## config.mk

```make
export PLATFORM = sky130hd
export DESIGN_NAME = cla_pipe_adder
export DESIGN_NICKNAME = d
export VERILOG_FILES = /design/src/rtl/cla_pipe_adder.sv
export SDC_FILE = /design/constraint.sdc
export NUM_CORES = 1
export LEC_CHECK = 0
export CAP_MARGIN = 30
export CORE_AREA = 3 3 94 113
export DETAILED_ROUTE_END_ITERATION = 8
export DIE_AREA = 0 0 97 116
export PLACE_DENSITY = 0.64
export SLEW_MARGIN = 20
export SYNTH_ARGS = -nofsm -noshare
export SYNTH_HDL_FRONTEND = slang
export SYNTH_SLANG_ARGS = --single-unit
```

## constraint.sdc

```tcl
create_clock -name clk -period 7.22 [get_ports clk]
set_input_delay 1.805 -clock clk [delete_from_list [all_inputs] [get_ports clk]]
set_output_delay 1.805 -clock clk [all_outputs]
set_load 0.005 [all_outputs]
```

## src/rtl/cla_pipe_adder.sv

```systemverilog
// cla_pipe_adder: three-stage pipelined carry-lookahead add/subtract unit with ready/valid handshake
//   clk, rst              : rising-edge clock, asynchronous active-high reset
//   in_valid/in_ready     : operand beat handshake (in_ready = pipeline may advance)
//   a, b, cin, sub        : operands; sub=0 -> a+b+cin, sub=1 -> a-b-cin
//   out_valid/out_ready   : result handshake
//   sum, cout, ovf, zero  : result, carry-out (NOT borrow on sub), signed overflow, sum==0
module cla_pipe_adder #(
  parameter int WIDTH = 16,
  parameter int GROUP = 4
) (
  input  logic             clk,
  input  logic             rst,
  input  logic             in_valid,
  output logic             in_ready,
  input  logic [WIDTH-1:0] a,
  input  logic [WIDTH-1:0] b,
  input  logic             cin,
  input  logic             sub,
  output logic             out_valid,
  input  logic             out_ready,
  output logic [WIDTH-1:0] sum,
  output logic             cout,
  output logic             ovf,
  output logic             zero
);
  localparam int NG = WIDTH / GROUP;
  if (WIDTH % GROUP != 0 || WIDTH < 4) begin : g_bad_params
    $error("cla_pipe_adder: WIDTH must be a multiple of GROUP and at least 4");
  end
  logic             advance;
  logic [WIDTH-1:0] bp_d, p_d, g_d;
  logic             c0_d;
  logic             v1_q, c0_q;
  logic [WIDTH-1:0] p1_q, g1_q;
  logic [NG-1:0]    gp, gg;
  logic [NG:0]      gc;
  logic [WIDTH:0]   c_d;
  logic             v2_q;
  logic [WIDTH-1:0] p2_q;
  logic [WIDTH:0]   c2_q;
  logic [WIDTH-1:0] sum_d;
  logic             v3_q, cout_q, ovf_q, zero_q;
  logic [WIDTH-1:0] sum_q;
  // Every stage shifts together; a full output stage that is not being taken freezes the whole pipe.
  assign advance  = !v3_q | out_ready;
  assign in_ready = advance;
  // Subtraction is folded into b' and c0, so nothing downstream needs to know the mode.
  assign bp_d = sub ? ~b : b;
  assign c0_d = sub ? ~cin : cin;
  assign p_d  = a ^ bp_d;
  assign g_d  = a & bp_d;
  always_comb begin
    gp = '0;
    gg = '0;
    gc = '0;
    c_d = '0;
    gc[0] = c0_q;
    for (int k = 0; k < NG; k++) begin
      logic acc;
      acc = 1'b0;
      for (int j = 0; j < GROUP; j++) acc = g1_q[k*GROUP+j] | (p1_q[k*GROUP+j] & acc);
      gg[k] = acc;
      gp[k] = &p1_q[k*GROUP +: GROUP];
      gc[k+1] = gg[k] | (gp[k] & gc[k]);
    end
    // In-group carries start from each group's lookahead carry-in, so no chain crosses a group boundary.
    for (int k = 0; k < NG; k++) begin
      logic cr;
      cr = gc[k];
      for (int j = 0; j < GROUP; j++) begin
        c_d[k*GROUP+j] = cr;
        cr = g1_q[k*GROUP+j] | (p1_q[k*GROUP+j] & cr);
      end
    end
    c_d[WIDTH] = gc[NG];
  end
  assign sum_d = p2_q ^ c2_q[WIDTH-1:0];
  always_ff @(posedge clk or posedge rst) begin
    if (rst) begin
      v1_q   <= 1'b0;
      c0_q   <= 1'b0;
      p1_q   <= '0;
      g1_q   <= '0;
      v2_q   <= 1'b0;
      p2_q   <= '0;
      c2_q   <= '0;
      v3_q   <= 1'b0;
      sum_q  <= '0;
      cout_q <= 1'b0;
      ovf_q  <= 1'b0;
      zero_q <= 1'b0;
    end else if (advance) begin
      v1_q   <= in_valid;
      c0_q   <= c0_d;
      p1_q   <= p_d;
      g1_q   <= g_d;
      v2_q   <= v1_q;
      p2_q   <= p1_q;
      c2_q   <= c_d;
      v3_q   <= v2_q;
      sum_q  <= sum_d;
      cout_q <= c2_q[WIDTH];
      ovf_q  <= c2_q[WIDTH] ^ c2_q[WIDTH-1];
      zero_q <= ~|sum_d;
    end
  end
  assign out_valid = v3_q;
  assign sum       = sum_q;
  assign cout      = cout_q;
  assign ovf       = ovf_q;
  assign zero      = zero_q;
endmodule

```

# Word level (Yosys, flattened, before mapping)
# Cells that the tools add are included.
dict set report word_totals {
  reg_bits 88
  latch_bits 0
  ramBits 0
  mem_bits_ro 0
  inputBits 38
  output_inout_bits 21
  wordCells 84
  n_memories 0
}
dict set report op_classes {
  addsub 0
  multipliers 0
  n_div 0
  n_lt_le_gt_ge 0
  n_eq_ne 0
  shift 0
  mux 2
  n_bitwise 63
  reduce_logical 7
}
# op count
set ops {}
lappend ops {{$xor 16x16->16} 2}
lappend ops {{$or 1x1->1} 29}
lappend ops {{$and 1x1->1} 28}
lappend ops {{$and 16x16->16} 1}
lappend ops {{$mux 16} 1}
lappend ops {{$not 16->16} 1}
lappend ops {{$reduce_and 4->1} 4}
lappend ops {{$reduce_or 16->1} 1}
lappend ops {{$logic_not 1->1} 2}
lappend ops {{$mux 1} 1}
lappend ops {{$not 1->1} 1}
lappend ops {{$xor 1x1->1} 1}

# Logic depth before layout (Yosys ltp)
# Gate-level depths: netlist (run 1).
dict set report depth {
  ltp_word 17
  ltp_mapped 7
  ltp_nobuf 5
}

# Worst setup path before layout (run 1)
# OpenSTA, ideal clock, no wires.
dict set report synth_path {
  path_type {in2out}
  start {in out_ready}
  end {out in_ready}
  t_arrival_ns 2.446
  required_time_ns 5.415
  setup_slack_ns 2.969
  stages 5
  n_path_buf 3
  path_cell_list {nor2b_1 buf_2 inv_2 buf_2 buf_2}
}
dict set report synth_via {
  elab_chain_cells 1
}
# element line_no
set synth_lines {}
lappend synth_lines {{from (decl)} 20} ;# input logic out_ready,
lappend synth_lines {{$or 1x1->1} 45} ;# assign advance = !v3_q | out_ready;
lappend synth_lines {{to (decl)} 14} ;# output logic in_ready,
# No other way between the ends.

# Final worst setup path (run 1)
# Same ends and word-level chain as after synthesis.

==> impl_metrics.tcl, run 1 <==
set metrics [dict create \
    netlist.area_leader.share_pct 53.81 \
    worst-slew-pin-transition_ns 0.6690 \
    cts-root-buf "clkbuf_16" \
    dominantRegCellSynth "dfrtp_1" \
    cts_hold_buffers 0 \
    grt_pass1_wl_um 13250 \
    h-tree-depth 3 \
    slew_violations 0 \
    post-place-ws_ns 2.484 \
    path_clk_slew_ns 0.06 \
    initial_core_util_pct 42.57 \
    grt_pass1_vias 2802 \
    start_kind "input pin" \
    max_cap_violations 0 \
    netSwitchingFraction_pct 31.78 \
    multi_input_area_mm2 0.001793 \
    clockBufferDepth 2 \
    layout.nets 548 \
    routedWlPerCell_um 12.37 \
    fin_ws_ns 2.507 \
    final_cell_count_no_fill 621 \
    synth.ff_latch_count 88 \
    p_sw_uw 610.0 \
    pwr-share-clk_pct 25.6 \
    p_per_area_mw_per_mm2 373.1 \
    place.gp.congestion 0.7639 \
    grt_antenna_before_repair 0 \
    worstPathMaxFanout 2 \
    synthTopCellsByArea "dfrtp_1, nand2_1, ha_1" \
    synth.distinct_cells 40 \
    antenna_cells 0 \
    slowest_delay_ns 0.50 \
    slew_headroom_pct 55.40 \
    cp.required_ns 5.41 \
    setup_tns_ns 0 \
    dpl.cell_count 604 \
    timing.fmax_mhz 212.2 \
    synthToLayoutAreaGrowth_pct 25.71 \
    detailed_place_hpwl_um 5275 \
    placed_cell_area_mm2 0.004788 \
    cpMostUsedCell "clkdlybuf4s50_1" \
    clk_latency_ns 0.33 \
    critical-path-top-delay-family "buffers and inverters" \
    yosys-top-cells-count "nand2_1, dfrtp_1, nor2_1" \
    hold_violations 0 \
    p_comb_share_pct 31.7 \
    core_mm2 0.009613 \
    rows 39 \
    status "finished, final reports clean" \
    drt-total-wl_um 7679 \
    p_leak_uw 0.002428 \
    grt_usage_pct 14.67 \
    holdWs_ns 0.4589 \
    p_int_uw 1310 \
    crit_path_end_kind "output pin" \
    post-cts-setup-buffers 0 \
    drt_first_pass_iters 5 \
    post-route-drc-count 0 \
    synthCells 440 \
    yosysMostFrequentCell "nand2_1" \
    syn_area_mm2 0.004093 \
    postRouteAntennaNets 0 \
    dieArea_mm2 0.01125 \
    setup_viol 0 \
    rsz0062_at_grt "no" \
    holdCritPathClass "register to register" \
    yosysWarnings 0 \
    yosysTopAreaCell "dfrtp_1" \
    grt_max_degree 107 \
    timing.final.crit_period_ns 4.713 \
    viasPerCell 4.868 \
    fp.dieW_um 97 \
    timing.critical_path.slowest_stage_cell "clkdlybuf4s50_1" \
    criticalPathCategory "input pin to output pin" \
    async_reset_ff_share_pct 100.0 \
    seqPwrFrac_pct 42.7 \
    crit_arrival_ns 2.91 \
    regArea_mm2 0.002202 \
    cts_buffers 9 \
    min_period_over_period_pct 65.28 \
    cts_tree "built" \
    max-vdd-ir-drop_mv 0.1316 \
    cts_num_sinks 88 \
    drive_gt1_share_pct 6.426 \
    design_area_mm2 0.005145 \
    drt_iter0_markers 83 \
    vias 3023 \
    io_buffers 58 \
    synth_edf_count 0 \
    synth_nets 494 \
    overflow 0 \
    syn_avg_cell_area_um2 9.302 \
    yosysSeqAreaShare_pct 53.81 \
    skew_ns 0.004522 \
    die_h_um 116 \
    cts_resized 0 \
    fillers 911 \
    path_cells "clkdlybuf4s50_1, nor2b_4, inv_2, clkdlybuf4s50_1" \
    worst-path-buf-inv 3 \
    ios 59 \
]
==> stage by stage <==
stage	total power, uW	util, %
6_report	1920	53.52
5_1_grt	2073	53.52
4_1_cts	1942	53.16
3_5_place_dp	1441	49.81
3_3_place_gp	1421	49.60
2_1_floorplan	1198	-
==> cell families after synthesis <==
| logic type | synth area share, % |
|---|---|
| adder cells (fa/ha/maj) | 4.891 |
| AND/OR/NAND/NOR | 21.77 |
| AO/OA/AOI/OAI | 9.447 |
| multiplexers | 0.2446 |
| buffers and inverters | 2.568 |
| flip-flops | 53.81 |
| XOR/XNOR | 7.276 |
==> sequential cells by signal (all words and copies together), names as in the netlist <==
signal / flops
c2_q: 17
g1_q: 16
p1_q: 16
p2_q: 16
sum: 16
c0_q: 1
cout: 1
out_valid: 1
ovf: 1
v1_q: 1
v2_q: 1
zero: 1
==> placed cells by master (no fill, tap or decap), drive strengths merged, types with 2 or more instances in the layout <==
master / instances
nor4: 2
o21a: 3
clkinv: 2
and4: 2
clkbuf: 12
o31ai: 2
nand4: 5
nand3: 4
o21ai: 11
buf: 6
a21o: 4
xnor2: 18
nand2: 160
bufinv: 2
o22a: 2
a221oi: 2
a21oi: 28
nor3: 3
nor2: 36
xor2: 16
dfrtp: 88
a31oi: 3
ha: 16
inv: 3
clkdlybuf4s50: 58
==> per-layer routing <==
metal | track usage [%] | share of wire (%)
met1 | 19.81 | 47
met2 | 23.07 | 47
met3 | 3.371 | 4.9
met4 | 5.899 | 1.7
met5 | 0 | 0
==> worst reg2reg max path, delay by kind of cell (launching register included) <==
kind	cells	cell delay [ns]
flops	1	0.43
simple gates	1	0.15
compound gates	4	1.02
==> power groups by stage <==
| stage | Clock (uW) | Sequential (uW) | Combinational, uW |
|---|---|---|---|
| floorplan | 0 | 805 | 393 |
| global placement | 0 | 823 | 597 |
| detailed placement | 0 | 830 | 611 |
| CTS | 504 | 823 | 615 |
| global route | 529 | 848 | 696 |
| finish | 491 | 820 | 609 |
==> path summary, 6_finish.rpt <==
path	slack, ns	endpoint	start	depth (start not counted)
max	2.51	in_ready	out_ready	4
min	0.46	v2_q	v2_q	2
max reg2reg	5.50	c2_q[14]	p1_q[5]	5
min reg2reg	0.46	v2_q	v2_q	2
max in group asynchronous	4.62	sum[4]	rst	4
min in group asynchronous	1.98	p1_q[15]	rst	3
==> cell type report <==
type,instances,area share [%]
timing repair buffer,64,12.79
tap,123,2.991
inverter,4,0.3161
clock buffer,12,4.985
sequential,88,42.80
clock inverter,3,1.265
multi-input combinational,327,34.85
(Power assumes the default switching activity.)
==> run 2, diff against run 1 <==
==> constraint.sdc (replaced) <==
create_clock -name clk -period 4.7 [get_ports clk]
set_input_delay 1.175 -clock clk [delete_from_list [all_inputs] [get_ports clk]]
set_output_delay 1.175 -clock clk [all_outputs]
set_load 0.005 [all_outputs]
==> run 2 against run 1 <==
Effect of this change: sequential share of layout area grew 0.062 points; highest routed layer unchanged; worst setup slack lost 1.3 ns; largest cell class unchanged; wire length grew 0.31%; die area is the same; non-clock buffer count grew 1; clock power grew 42%.
==> impl_metrics.tcl, run 2 (synthesis gave the netlist of run 1 again) <==
set metrics [dict create \
    status "finished, final reports clean" \
    path_clk_slew_ns 0.06 \
    dpl.cell_count 604 \
    crit_arrival_ns 2.28 \
    die_h_um 116 \
    post-cts-setup-buffers 0 \
    drt-total-wl_um 7703 \
    p_per_area_mw_per_mm2 564.6 \
    criticalPathCategory "input pin to output pin" \
    fillers 885 \
    p_leak_uw 0.002423 \
    grt_antenna_before_repair 0 \
    cts_tree "built" \
    crit_path_end_kind "output pin" \
    final_cell_mix "nand2_1, dfrtp_1, clkdlybuf4s50_1, nor2_1, a21oi_1" \
    slew_violations 0 \
    core_mm2 0.009613 \
    dieArea_mm2 0.01125 \
    start_kind "input pin" \
    cts-root-buf "clkbuf_16" \
    clk_latency_ns 0.33 \
    post-route-drc-count 0 \
    largest_reg_flops 17 \
    layout.nets 549 \
    grt_pass1_wl_um 13390 \
    timing.final.crit_period_ns 3.453 \
    rsz0062_at_grt "no" \
    worstPathMaxFanout 2 \
    ios 59 \
    hold_violations 0 \
    grt_usage_pct 14.67 \
    detailed_place_hpwl_um 5293 \
    holdCritPathClass "register to register" \
    cts_resized 0 \
    overflow 0 \
    h-tree-depth 3 \
    viasPerCell 4.851 \
    postRouteAntennaNets 0 \
    holdWs_ns 0.4630 \
    fin_ws_ns 1.247 \
    vias 3022 \
    drt_first_pass_iters 4 \
    routedWlPerCell_um 12.36 \
    drive_gt1_share_pct 6.800 \
    max_cap_violations 0 \
    place.gp.congestion 0.7886 \
    cts_num_sinks 88 \
    timing.fmax_mhz 289.6 \
    grt_max_degree 107 \
    grt_pass1_vias 2915 \
    final_cell_count_no_fill 623 \
    slew_headroom_pct 55.28 \
    skew_ns 0.004601 \
    rows 39 \
    initial_core_util_pct 42.57 \
    worst-slew-pin-transition_ns 0.6707 \
    mostFrequentLayoutCell "nand2_1" \
    cts_buffers 9 \
    clockBufferDepth 2 \
    drt_iter0_markers 122 \
    io_buffers 58 \
    max-vdd-ir-drop_mv 0.1989 \
    fp.dieW_um 97 \
    top_register "c2_q" \
    setup_tns_ns 0 \
    post-place-ws_ns 1.232 \
    synthToLayoutAreaGrowth_pct 25.53 \
    cp.required_ns 3.52 \
    setup_viol 0 \
    min_period_over_period_pct 73.48 \
    cts_hold_buffers 0 \
    antenna_cells 0 \
]
## run 2: worst paths after layout
path / cells after the start / end / startpoint / slack (ns)
hold / removal: 2 / v2_q / v2_q / 0.46
setup reg to reg: 6 / c2_q[11] / out_valid / 3.01
hold reg to reg: 2 / v2_q / v2_q / 0.46
max in group asynchronous: 3 / p1_q[12] / rst / 3.01
setup / recovery: 4 / in_ready / out_ready / 1.25
min in group asynchronous: 2 / cout / rst / 1.10
## run 2: layer usage
metal	share of wire, %	GRT usage (%)
met1	47	19.08
met2	47	23.57
met3	4.1	2.950
met4	2.0	7.397
met5	0	0
## run 2: final cells by class
type / count / area [um^2] / area share, %
inverter: 4 / 16.27 / 0.3166
timing repair buffer: 65 / 673.1 / 13.10
multi-input combinational: 327 / 1793 / 34.90
clock inverter: 5 / 56.30 / 1.096
sequential: 88 / 2202 / 42.86
clock buffer: 11 / 242.7 / 4.725
tap: 123 / 153.9 / 2.996
## run 2: per-stage QoR
step / cell area (um^2) / power (uW) / util (%)
after global routing: 5137 / 3127 / 53.44
after global placement: 4776 / 2183 / 49.68
after CTS: 5075 / 2927 / 52.79
after floorplan: 4093 / 1840 / -
after detailed placement: 4776 / 2211 / 49.68
final: 5137 / 2901 / 53.44
## run 2: power breakdown
group,switching (uW),internal [uW]
clock,274,425
combinational,460,482
sequential,217,1040
## run 2: worst max-delay path: stages
cell and delay, ns:
clkdlybuf4s50_1 0.51, nor2b_4 0.05, inv_2 0.05, clkdlybuf4s50_1 0.49
